[src/rtl/mips_pkg.sv]
// Shared types and constants for the MIPS fetch path.
package mips_pkg;

  typedef enum logic {
    FETCH = 1'b0,
    HOLD  = 1'b1
  } fetch_state_e;

  localparam int          INSTR_W    = 32;
  localparam logic [5:0]  OP_J       = 6'b000010;
  localparam logic [5:0]  OP_BEQ     = 6'b000100;
  localparam int          WORD_BYTES = 4;

  function automatic logic [31:0] branch_offset(input logic [15:0] imm);
    return {{14{imm[15]}}, imm, 2'b00};
  endfunction

  function automatic logic [31:0] jump_dest(input logic [31:0] pc4, input logic [25:0] target);
    return {pc4[31:28], target, 2'b00};
  endfunction

endpackage

[src/rtl/next_pc_calc.sv]
// Next-PC selection for the instruction currently held at decode.
module next_pc_calc
  import mips_pkg::*;
(
  input  logic [31:0] instr_pc_i,
  input  logic [25:0] instr_fields_i,
  input  logic        take_branch_i,
  input  logic        take_jump_i,
  output logic [31:0] next_pc_o
);

  logic [31:0] pc4;

  always_comb begin
    pc4       = instr_pc_i + 32'(WORD_BYTES);
    next_pc_o = pc4;
    // Jump outranks branch when decode asserts both.
    if (take_jump_i) begin
      next_pc_o = jump_dest(pc4, instr_fields_i);
    end else if (take_branch_i) begin
      next_pc_o = pc4 + branch_offset(instr_fields_i[15:0]);
    end
  end

endmodule

[src/rtl/fetch_unit.sv]
// Instruction-fetch stage: PC, variable-latency imem request, valid/ready hand-off to decode.
//   state | meaning
//   FETCH | request outstanding at pc, waiting for imem_ack
//   HOLD  | instruction presented to decode, waiting for instr_ready
module fetch_unit
  import mips_pkg::*;
#(
  parameter logic [31:0] RESET_PC  = 32'h0000_0000,
  parameter int          CNT_WIDTH = 32
) (
  input  logic                 CLK,
  input  logic                 reset_n,
  output logic                 imem_req,
  output logic [31:0]          imem_addr,
  input  logic                 imem_ack,
  input  logic [31:0]          imem_rdata,
  output logic                 instr_valid,
  input  logic                 instr_ready,
  output logic [31:0]          instr,
  output logic [31:0]          instr_pc,
  input  logic                 take_branch,
  input  logic                 take_jump,
  output logic [CNT_WIDTH-1:0] retired_cnt
);

  localparam logic [31:0] RESET_PC_ALIGNED = {RESET_PC[31:2], 2'b00};

  fetch_state_e          state_q;
  logic                  req_q;
  logic                  valid_q;
  logic [31:0]           pc_q;
  logic [INSTR_W-1:0]    instr_q;
  logic [31:0]           instr_pc_q;
  logic [CNT_WIDTH-1:0]  cnt_q;
  logic [31:0]           next_pc_d;

  next_pc_calc u_next_pc (
    .instr_pc_i     (instr_pc_q),
    .instr_fields_i (instr_q[25:0]),
    .take_branch_i  (take_branch),
    .take_jump_i    (take_jump),
    .next_pc_o      (next_pc_d)
  );

  // req_q stays low through reset and rises on the first edge after release,
  // so an ack is only honoured once the request is actually visible.
  always_ff @(posedge CLK or negedge reset_n) begin
    if (!reset_n) begin
      state_q    <= FETCH;
      req_q      <= 1'b0;
      valid_q    <= 1'b0;
      pc_q       <= RESET_PC_ALIGNED;
      instr_q    <= '0;
      instr_pc_q <= '0;
      cnt_q      <= '0;
    end else begin
      case (state_q)
        FETCH: begin
          if (req_q && imem_ack) begin
            instr_q    <= imem_rdata;
            instr_pc_q <= pc_q;
            req_q      <= 1'b0;
            valid_q    <= 1'b1;
            state_q    <= HOLD;
          end else begin
            req_q <= 1'b1;
          end
        end
        HOLD: begin
          if (instr_ready) begin
            pc_q    <= next_pc_d;
            cnt_q   <= cnt_q + CNT_WIDTH'(1);
            req_q   <= 1'b1;
            valid_q <= 1'b0;
            state_q <= FETCH;
          end
        end
        default: begin
          state_q <= FETCH;
          req_q   <= 1'b0;
          valid_q <= 1'b0;
        end
      endcase
    end
  end

  assign imem_req    = req_q;
  assign imem_addr   = pc_q;
  assign instr_valid = valid_q;
  assign instr       = instr_q;
  assign instr_pc    = instr_pc_q;
  assign retired_cnt = cnt_q;

endmodule

[config.mk]
export PLATFORM = sky130hd
export DESIGN_NAME = fetch_unit
export DESIGN_NICKNAME = d
export VERILOG_FILES = /design/src/rtl/mips_pkg.sv /design/src/rtl/next_pc_calc.sv /design/src/rtl/fetch_unit.sv
export SDC_FILE = /design/constraint.sdc
export NUM_CORES = 1
export LEC_CHECK = 0
export BUFFER_PORTS_ARGS = -buffer_cell sky130_fd_sc_hd__buf_2
export CAP_MARGIN = 20
export CORE_ASPECT_RATIO = 0.6
export CORE_UTILIZATION = 31
export CTS_CLUSTER_SIZE = 28
export DETAILED_ROUTE_END_ITERATION = 8
export PLACE_DENSITY = 0.53
export SLEW_MARGIN = 40
export SYNTH_ARGS = -nofsm -noshare
export SYNTH_HDL_FRONTEND = slang
export SYNTH_SLANG_ARGS = --single-unit
export TNS_END_PERCENT = 10
[constraint.sdc]
create_clock -name CLK -period 7.7 [get_ports CLK]
set_clock_uncertainty 0.2 [all_clocks]
set_input_delay 0.77 -clock CLK [delete_from_list [all_inputs] [get_ports CLK]]
set_output_delay 0.77 -clock CLK [all_outputs]
set_load 0.05 [all_outputs]
==> results.yml, run 1 <==
finish:
  nNetsFinal: 1020
  syn2layout_area_growth_pct: 23.8
  drive_above_1_share_pct: 29.5
  fill_cells: 2450
  final_cell_count_no_fill: 1277
die:
  die_w_um: 206
  die_h_um: 125
  dieArea_sq_mm: 0.0257
  start_util_pct: 31.8
  io_pins: 168
  rows: 44
  coreArea_sq_mm: 0.0244
global_route:
  track_usage_pct: 19.4
  antenna_found_initial: 2
  grt_first_pass_wirelength_um: 37700
  first_global_vias: 6247
  grt_overflow: 0
  grt_max_degree: 78
detailed_routing:
  routedWlPerCell_um: 19.2
  first_pass_iters: 7
  wl_um: 24500
  drt-initial-drc-count: 570
  drcViolationCount: 4
  num_vias: 6685
  postRouteAntennaNets: 0
  routed_via_density: 5.23
synthesis:
  muxShareOfSynthArea_pct: 10.8
  yosysTopAreaCellShare_pct: 42.2
  ys.flop_type: "dfrtp_1"
  syn-num-nets: 858
  synthArstFlopShare_pct: 100
  synth_seq_area_share_pct: 42.2
  syn_avg_cell_area_sq_um: 9.94
  yosysTopAreaCell: "dfrtp_1"
  synth-adder-area-share_pct: 6.38
  synthSimpleGateAreaFrac_pct: 15.5
  ys_ff_latch: 131
  synth_edf_count: 0
  synth.distinct_cells: 64
  synth_top_family_by_area: "simple AND/OR/NAND/NOR gates"
  netlist_area_sq_mm: 0.00776
  synth_xor_area_share_pct: 8.46
  syn_inst: 781
  synth_warnings: 0
  synth_area_leaders: "dfrtp_1, mux2_2, ha_1"
  synth-compound-area-share_pct: 14.2
setup_path:
  critPathCaptureType: "register"
  worstSetupPathType: "reg2reg"
  reg2reg_from: "instr_pc[4]"
  worstSetupStartpointType: "register"
  critPathMaxFanout: 8
  rrSetupSlack_ns: 2.93
  cp_data_required_time_ns: 7.80
  crit_arrival_ns: 4.87
  startpoint: "instr_pc[4]"
sta:
  final-hold-violation-count: 0
  slew_headroom_pct: 49.9
  setup_violations: 0
  tightest_slew_ns: 0.751
  max_freq_mhz: 210
  fin_crit_ns: 4.77
  whs_ns: 0.170
  tns_ns: 0
  min_period_over_period_pct: 61.9
  rsz0062_at_grt: "no"
  report.final.slew_viol_count: 0
flow_run:
  maxCapViolCount: 0
clock_tree:
  clk_pin_slew_ns: 0.06
  clk_latency_ns: 0.43
  htree_levels: 4
  cts_setup_buffers: 0
  ctsResizeCount: 0
  root_buffer: "clkbuf_16"
  cts.sinks: 131
  clockBufferDepth: 2
  cts_tree: "done"
  holdBufCountCts: 0
  numCtsBuffers: 17
place:
  place.gp.congestion: 0.904
  placed_cells: 1246
  port_buffers: 167
  dp_hpwl_um: 18000
hold_path:
  hold_class: "in2async"
run_status:
  violations: "design-rule violations"
  outcome: "finished with violations"
[cell usage in the layout, fill, tap and decap left out, types with 4 or more instances in the layout]
master,synthesis,routed
and3_1,16,16
clkbuf_8,0,4
nand4_1,19,19
and2_1,9,9
buf_2,1,166
mux2_2,66,66
dfrtp_1,131,131
o21ai_1,8,8
o211ai_1,6,6
and4_1,6,6
a21o_1,10,10
a21oi_1,34,34
ha_1,38,38
clkbuf_16,0,17
nor3_1,6,6
a211oi_1,11,11
nor2_1,48,48
a31oi_1,6,6
inv_1,17,17
xor2_1,23,23
nand2_1,91,90
o21a_1,9,9
xnor2_1,52,52
mux2i_1,7,7
nand3_1,33,32
buf_4,1,6
o31ai_1,5,5
or3_1,6,6
o21ai_0,31,31
o21bai_1,8,8
[synth_stat cells (3+ instances only)]
master	count
a2111oi_0	3
a211o_1	3
a211oi_1	11
a21o_1	10
a21oi_1	34
a31oi_1	6
and2_1	9
and3_1	16
and4_1	6
buf_1	7
clkbuf_1	23
dfrtp_1	131
ha_1	38
inv_1	17
mux2_2	66
mux2i_1	7
nand2_1	91
nand3_1	33
nand4_1	19
nor2_1	48
nor3_1	6
o211ai_1	6
o21a_1	9
o21ai_0	31
o21ai_1	8
o21bai_1	8
o31a_1	3
o31ai_1	5
or3_1	6
xnor2_1	52
xor2_1	23
[worst paths after layout]
path / cells past startpoint / to
max: 14 / imem_addr[31]
min: 1 / retired_cnt[21]
max reg2reg: 14 / imem_addr[31]
min reg2reg: 1 / retired_cnt[31]
max in group asynchronous: 2 / imem_addr[8]
min in group CLK: 1 / retired_cnt[31]
[logic make-up after synthesis]
kind of cell             after synthesis
AND/OR/NAND/NOR                      248
AO/OA/AOI/OAI                        165
flip-flops                           131
XOR/XNOR                              75
multiplexers                          74
buffers and inverters                 49
adder cells (fa/ha/maj)               39
[through the flow]
step / cell area [sq um] / util, % / setup WS (ns)
3_3_place_gp: 8940 / 36.7 / 3.15
6_report: 9610 / 39.4 / 2.93
3_5_place_dp: 8990 / 36.8 / 3.00
4_1_cts: 9600 / 39.4 / 2.96
2_1_floorplan: 7760 / - / 3.20
5_1_grt: 9610 / 39.4 / 2.53
[per-layer routing]
| metal | GRT usage, % | routed length [um] | vias to the layer above |
|---|---|---|---|
| li1 | - | - | 3151 |
| met1 | 30.4 | 12700 | 3304 |
| met2 | 26.1 | 10100 | 211 |
| met3 | 4.87 | 1560 | 17 |
| met4 | 4.33 | 174 | 2 |
| met5 | 0 | 8 | - |
[layout make-up]
class,count,area [sq um],share of cell area [%]
multi-input combinational,601,4320,44.9
timing repair buffer,175,930,9.67
antenna,1,2.50,0.0260
sequential,131,3280,34.1
clock inverter,10,148,1.54
clock buffer,20,467,4.86
tap,322,403,4.19
inverter,17,63.8,0.664
[sequential cells by signal, indices dropped and copies added (netlist names)]
name	cells
instr_pc	32
instr	32
imem_addr	32
retired_cnt	32
instr_valid	1
imem_req	1
state_q	1
[critical path, stage by stage, from the launching register on]
cell	delay [ns]
dfrtp_1	0.46
and4_4	0.27
and4_1	0.41
nand3_1	0.23
nor2_1	0.17
xor2_1	0.27
ha_1	0.38
a21oi_1	0.23
o21ai_1	0.13
a211oi_1	0.28
nor4b_1	0.45
a211oi_1	0.14
o21ai_1	0.18
mux4_1	0.56
a211o_1	0.28
Power of run 1 is not shown: default switching activity piles up to over one toggle a cycle in this logic, so the estimate is an artifact.
==> run 2, diff against run 1 <==
==> constraint.sdc (replaced) <==
create_clock -name CLK -period 4.42 [get_ports CLK]
set_clock_uncertainty 0.2 [all_clocks]
set_input_delay 0.442 -clock CLK [delete_from_list [all_inputs] [get_ports CLK]]
set_output_delay 0.442 -clock CLK [all_outputs]
set_load 0.05 [all_outputs]
==> results.yml, run 2 (same netlist as run 1, synthesis figures left out) <==
run_status:
  outcome: "finished with violations"
  violations: "design-rule violations"
setup_path:
  critPathCaptureType: "register"
  startpoint: "instr_pc[5]"
  slowest_delay_ns: 0.57
  crit_arrival_ns: 4.40
  reg2reg_from: "instr_pc[5]"
  slowest_stage: "mux4_1"
  critPathMaxFanout: 7
  worstSetupStartpointType: "register"
  worstSetupPathType: "reg2reg"
  cp_data_required_time_ns: 4.54
  path_cells: "and4_4, and4_2, nand3_1, xnor2_2, ha_1, a21oi_2, inv_1, or4b_1, o211ai_2, a211oi_1, o21ai_1, mux4_1, a211o_1"
detailed_routing:
  drt-initial-drc-count: 583
  first_pass_iters: 9
  routedWlPerCell_um: 19.4
  wl_um: 25200
  routed_via_density: 5.14
  postRouteAntennaNets: 0
  drcViolationCount: 4
  num_vias: 6673
place:
  dp_hpwl_um: 18400
  post-place-ws_ns: -0.0198
  port_buffers: 167
  place.gp.congestion: 0.891
  dpl_cell_area_sq_mm: 0.00909
sta:
  tns_ns: 0
  max_freq_mhz: 233
  setup_violations: 0
  whs_ns: 0.0349
  slew_headroom_pct: 53.7
  tightest_slew_ns: 0.694
  final-hold-violation-count: 0
  fin_crit_ns: 4.29
  min_period_over_period_pct: 97.0
  report.final.slew_viol_count: 0
  fin_ws_ns: 0.134
  rsz0062_at_grt: "yes"
die:
  io_pins: 168
  rows: 44
  die_h_um: 125
  die_w_um: 206
  coreArea_sq_mm: 0.0244
  dieArea_sq_mm: 0.0257
  start_util_pct: 31.8
clock_tree:
  clockBufferDepth: 2
  cts.sinks: 131
  cts_setup_buffers: 0
  cts_tree: "done"
  root_buffer: "clkbuf_16"
  htree_levels: 4
  clk_latency_ns: 0.43
  numCtsBuffers: 17
  clk_pin_slew_ns: 0.06
global_route:
  grt_overflow: 0
  track_usage_pct: 20.4
  grt_max_degree: 111
  antenna_found_initial: 2
  grt_first_pass_wirelength_um: 39500
  first_global_vias: 6577
finish:
  fill_cells: 2394
  drive_above_1_share_pct: 32.0
  stdcell_area_sq_mm: 0.00981
  final_common_cell: "buf_2"
  final_cell_mix: "buf_2, dfrtp_1, nand2_1, mux2_2, xnor2_1"
  syn2layout_area_growth_pct: 26.3
  nNetsFinal: 1038
hold_path:
  holdCritStartpoint: "imem_rdata[0]"
  hold_class: "in2reg"
flow_run:
  maxCapViolCount: 0
==> run 2: cell count changes in the layout (fill, tap and decap cells not counted), sizes merged <==
| cell | previous run | this run |
|---|---|---|
| clkinv | 1 | 0 |
| clkbuf | 21 | 20 |
| dlygate4sd3 | 0 | 1 |
| buf | 174 | 192 |
| inv | 20 | 23 |
==> run 2: layout make-up <==
class | count | area, sq um | share of cell area, %
Antenna cell | 1 | 2.50 | 0.0255
Clock buffer | 20 | 457 | 4.66
Clock inverter | 12 | 168 | 1.71
Inverter | 17 | 63.8 | 0.651
Multi-Input combinational cell | 601 | 4370 | 44.5
Sequential cell | 131 | 3280 | 33.5
Tap cell | 322 | 403 | 4.11
Timing Repair Buffer | 193 | 1060 | 10.8
==> run 2: repair_timing <==
action,in CTS,in global routing
hold endpoints to repair,109,0
pin swaps,0,1
gates resized for setup,1,10
setup endpoints to repair,1,3
hold buffers,1,0
==> run 2: per-layer routing <==
layer  global-route usage (%)  vias to the layer above  wire, um
met5                        0                        -         0
met4                     4.54                        0       220
met3                     6.28                       20      1850
met2                     27.5                      204     10300
met1                     31.1                     3252     12900
li1                         -                     3197         -
==> run 2: worst max-delay path, delay by kind of cell (launching register included) <==
| family | cells | cell delay (ns) |
|---|---|---|
| buffers and inverters | 1 | 0.08 |
| and+or+nand+nor | 4 | 1.28 |
| AOI/OAI and AO/OA | 5 | 1.07 |
| muxes | 1 | 0.57 |
| DFF | 1 | 0.42 |
| xor gates and xnor gates | 1 | 0.17 |
| adders and majority gates | 1 | 0.37 |
==> run 2: worst paths after layout <==
| kind | slack, ns | depth (start not counted) | end |
|---|---|---|---|
| setup / recovery | 0.13 | 13 | imem_addr[31] |
| hold / removal | 0.03 | 2 | instr[0] |
| setup reg to reg | 0.13 | 13 | imem_addr[31] |
| hold reg to reg | 0.26 | 1 | retired_cnt[31] |
| max in group asynchronous | 3.05 | 3 | imem_addr[13] |
| min in group asynchronous | 0.29 | 2 | retired_cnt[15] |
==> run 2: stage by stage <==
step	util, %	std cells
global route	40.2	1296
global placement	37.3	1262
finish	40.2	1297
floorplan	-	781
CTS	39.9	1295
detailed placement	37.3	1262
Power of run 2 is left out for the same reason.
==> run 3, diff against run 2 <==
--- a/config.mk
+++ b/config.mk
@@ -8,10 +8,10 @@
 export BUFFER_PORTS_ARGS = -buffer_cell sky130_fd_sc_hd__buf_2
 export CAP_MARGIN = 20
 export CORE_ASPECT_RATIO = 0.6
-export CORE_UTILIZATION = 31
+export CORE_UTILIZATION = 45
 export CTS_CLUSTER_SIZE = 28
 export DETAILED_ROUTE_END_ITERATION = 8
-export PLACE_DENSITY = 0.53
+export PLACE_DENSITY = 0.71
 export SLEW_MARGIN = 40
 export SYNTH_ARGS = -nofsm -noshare
 export SYNTH_HDL_FRONTEND = slang
==> results.yml, run 3 (same netlist as run 1, synthesis figures left out) <==
place:
  dp_hpwl_um: 17200
  dpl_cell_area_sq_mm: 0.00891
  place.gp.congestion: 0.940
  post-place-ws_ns: -0.0493
  port_buffers: 167
finish:
  syn2layout_area_growth_pct: 24.0
  drive_above_1_share_pct: 31.8
  nNetsFinal: 1032
  fin_util_pct: 58.3
  stdcell_area_sq_mm: 0.00963
  final_common_cell: "buf_2"
  final_cell_mix: "buf_2, dfrtp_1, nand2_1, mux2_2, xnor2_1"
  fill_cells: 1414
hold_path:
  hold_class: "in2reg"
  whs_path_depth: 2
  min_to: "instr[30]"
  holdCritStartpoint: "imem_rdata[30]"
die:
  io_pins: 168
  rows: 36
  coreArea_sq_mm: 0.0165
  die_w_um: 172
  die_h_um: 104
  start_util_pct: 47.0
  dieArea_sq_mm: 0.0178
run_status:
  outcome: "finished, final reports clean"
sta:
  fin_crit_ns: 4.19
  whs_ns: 0.0506
  fin_ws_ns: 0.226
  report.final.slew_viol_count: 0
  tightest_slew_ns: 0.698
  slew_headroom_pct: 53.1
  max_freq_mhz: 238
  setup_violations: 0
  min_period_over_period_pct: 94.9
  final-hold-violation-count: 0
clock_tree:
  clk_latency_ns: 0.42
  numCtsBuffers: 17
  root_buffer: "clkbuf_16"
  htree_levels: 4
  clockBufferDepth: 2
  cts.sinks: 131
  cts_tree: "done"
  clk_pin_slew_ns: 0.07
setup_path:
  worstSetupStartpointType: "register"
  rrSetupSlack_ns: 0.23
  reg2reg_from: "instr_pc[11]"
  cp_data_required_time_ns: 4.52
  reg2reg_depth: 14
  reg2reg_to: "imem_addr[31]"
  worstSetupPathType: "reg2reg"
  critPathMaxFanout: 6
  critPathCaptureType: "register"
  crit_arrival_ns: 4.29
global_route:
  grt_max_degree: 103
  track_usage_pct: 27.3
  first_global_vias: 6527
  antenna_found_initial: 1
  grt_first_pass_wirelength_um: 37300
  grt_overflow: 0
flow_run:
  maxCapViolCount: 0
detailed_routing:
  drt-initial-drc-count: 608
  first_pass_iters: 5
  postRouteAntennaNets: 0
  routed_via_density: 5.85
  num_vias: 7001
  drcViolationCount: 0
  routedWlPerCell_um: 19.8
  wl_um: 23700
-- run 3: how the worst max path moves through the flow --
stage            startpoint            end  slack (ns)  cells past startpoint
2_1_floorplan  instr_pc[11]  imem_addr[31]        0.07                     15
3_3_place_gp    instr_pc[5]  imem_addr[31]        0.19                     14
3_5_place_dp    instr_pc[5]  imem_addr[31]       -0.05                     14
4_1_cts         instr_pc[5]  imem_addr[31]       0.006                     13
5_1_grt        instr_pc[12]  imem_addr[31]       -0.02                     14
6_report       instr_pc[11]  imem_addr[31]        0.23                     14
-- run 3: area by class of cell --
type                    count  area (sq um)  area share, %
clock buffers              17           425           4.42
repair buffers            187          1030           10.7
inverters                  17          63.8          0.663
flip-flops and latches    131          3280           34.1
clock inverters            15           166           1.73
well taps                 228           285           2.96
diodes                      1          2.50         0.0260
multi-input cells         601          4370           45.4
-- run 3: repair_timing --
action / CTS / global route
hold buffers: 1 / 0
setup buffers: 0 / 3
pin swaps: 0 / 3
endpoints found under the hold margin: 101 / 0
endpoints found under the setup margin: 1 / 1
gates resized for setup: 2 / 12
-- run 3: layer usage --
metal,vias up,part of all wire [%],GRT usage [%]
met5,-,0,0
met4,0,0.76,5.23
li1,3182,-,-
met3,25,12,7.15
met2,375,41,35.6
met1,3419,47,44.1
-- run 3: metrics by stage --
stage | instances | setup TNS, ns
final | 1197 | 0
after global routing | 1196 | -0.0219
after CTS | 1192 | 0
after detailed placement | 1159 | -0.0493
after global placement | 1158 | 0
after floorplan | 781 | 0
-- run 3: worst max-delay path: stages (launching register included) --
cell,delay (ns)
dfrtp_1,0.43
and3_1,0.22
and3_1,0.29
nand3_1,0.21
nor2_1,0.17
xor2_1,0.25
ha_2,0.37
a21oi_2,0.15
o21ai_1,0.12
a211oi_2,0.25
nor4b_4,0.27
a211oi_1,0.12
o21ai_1,0.20
mux4_2,0.54
a211o_1,0.29
Power of run 3 is left out for the same reason.
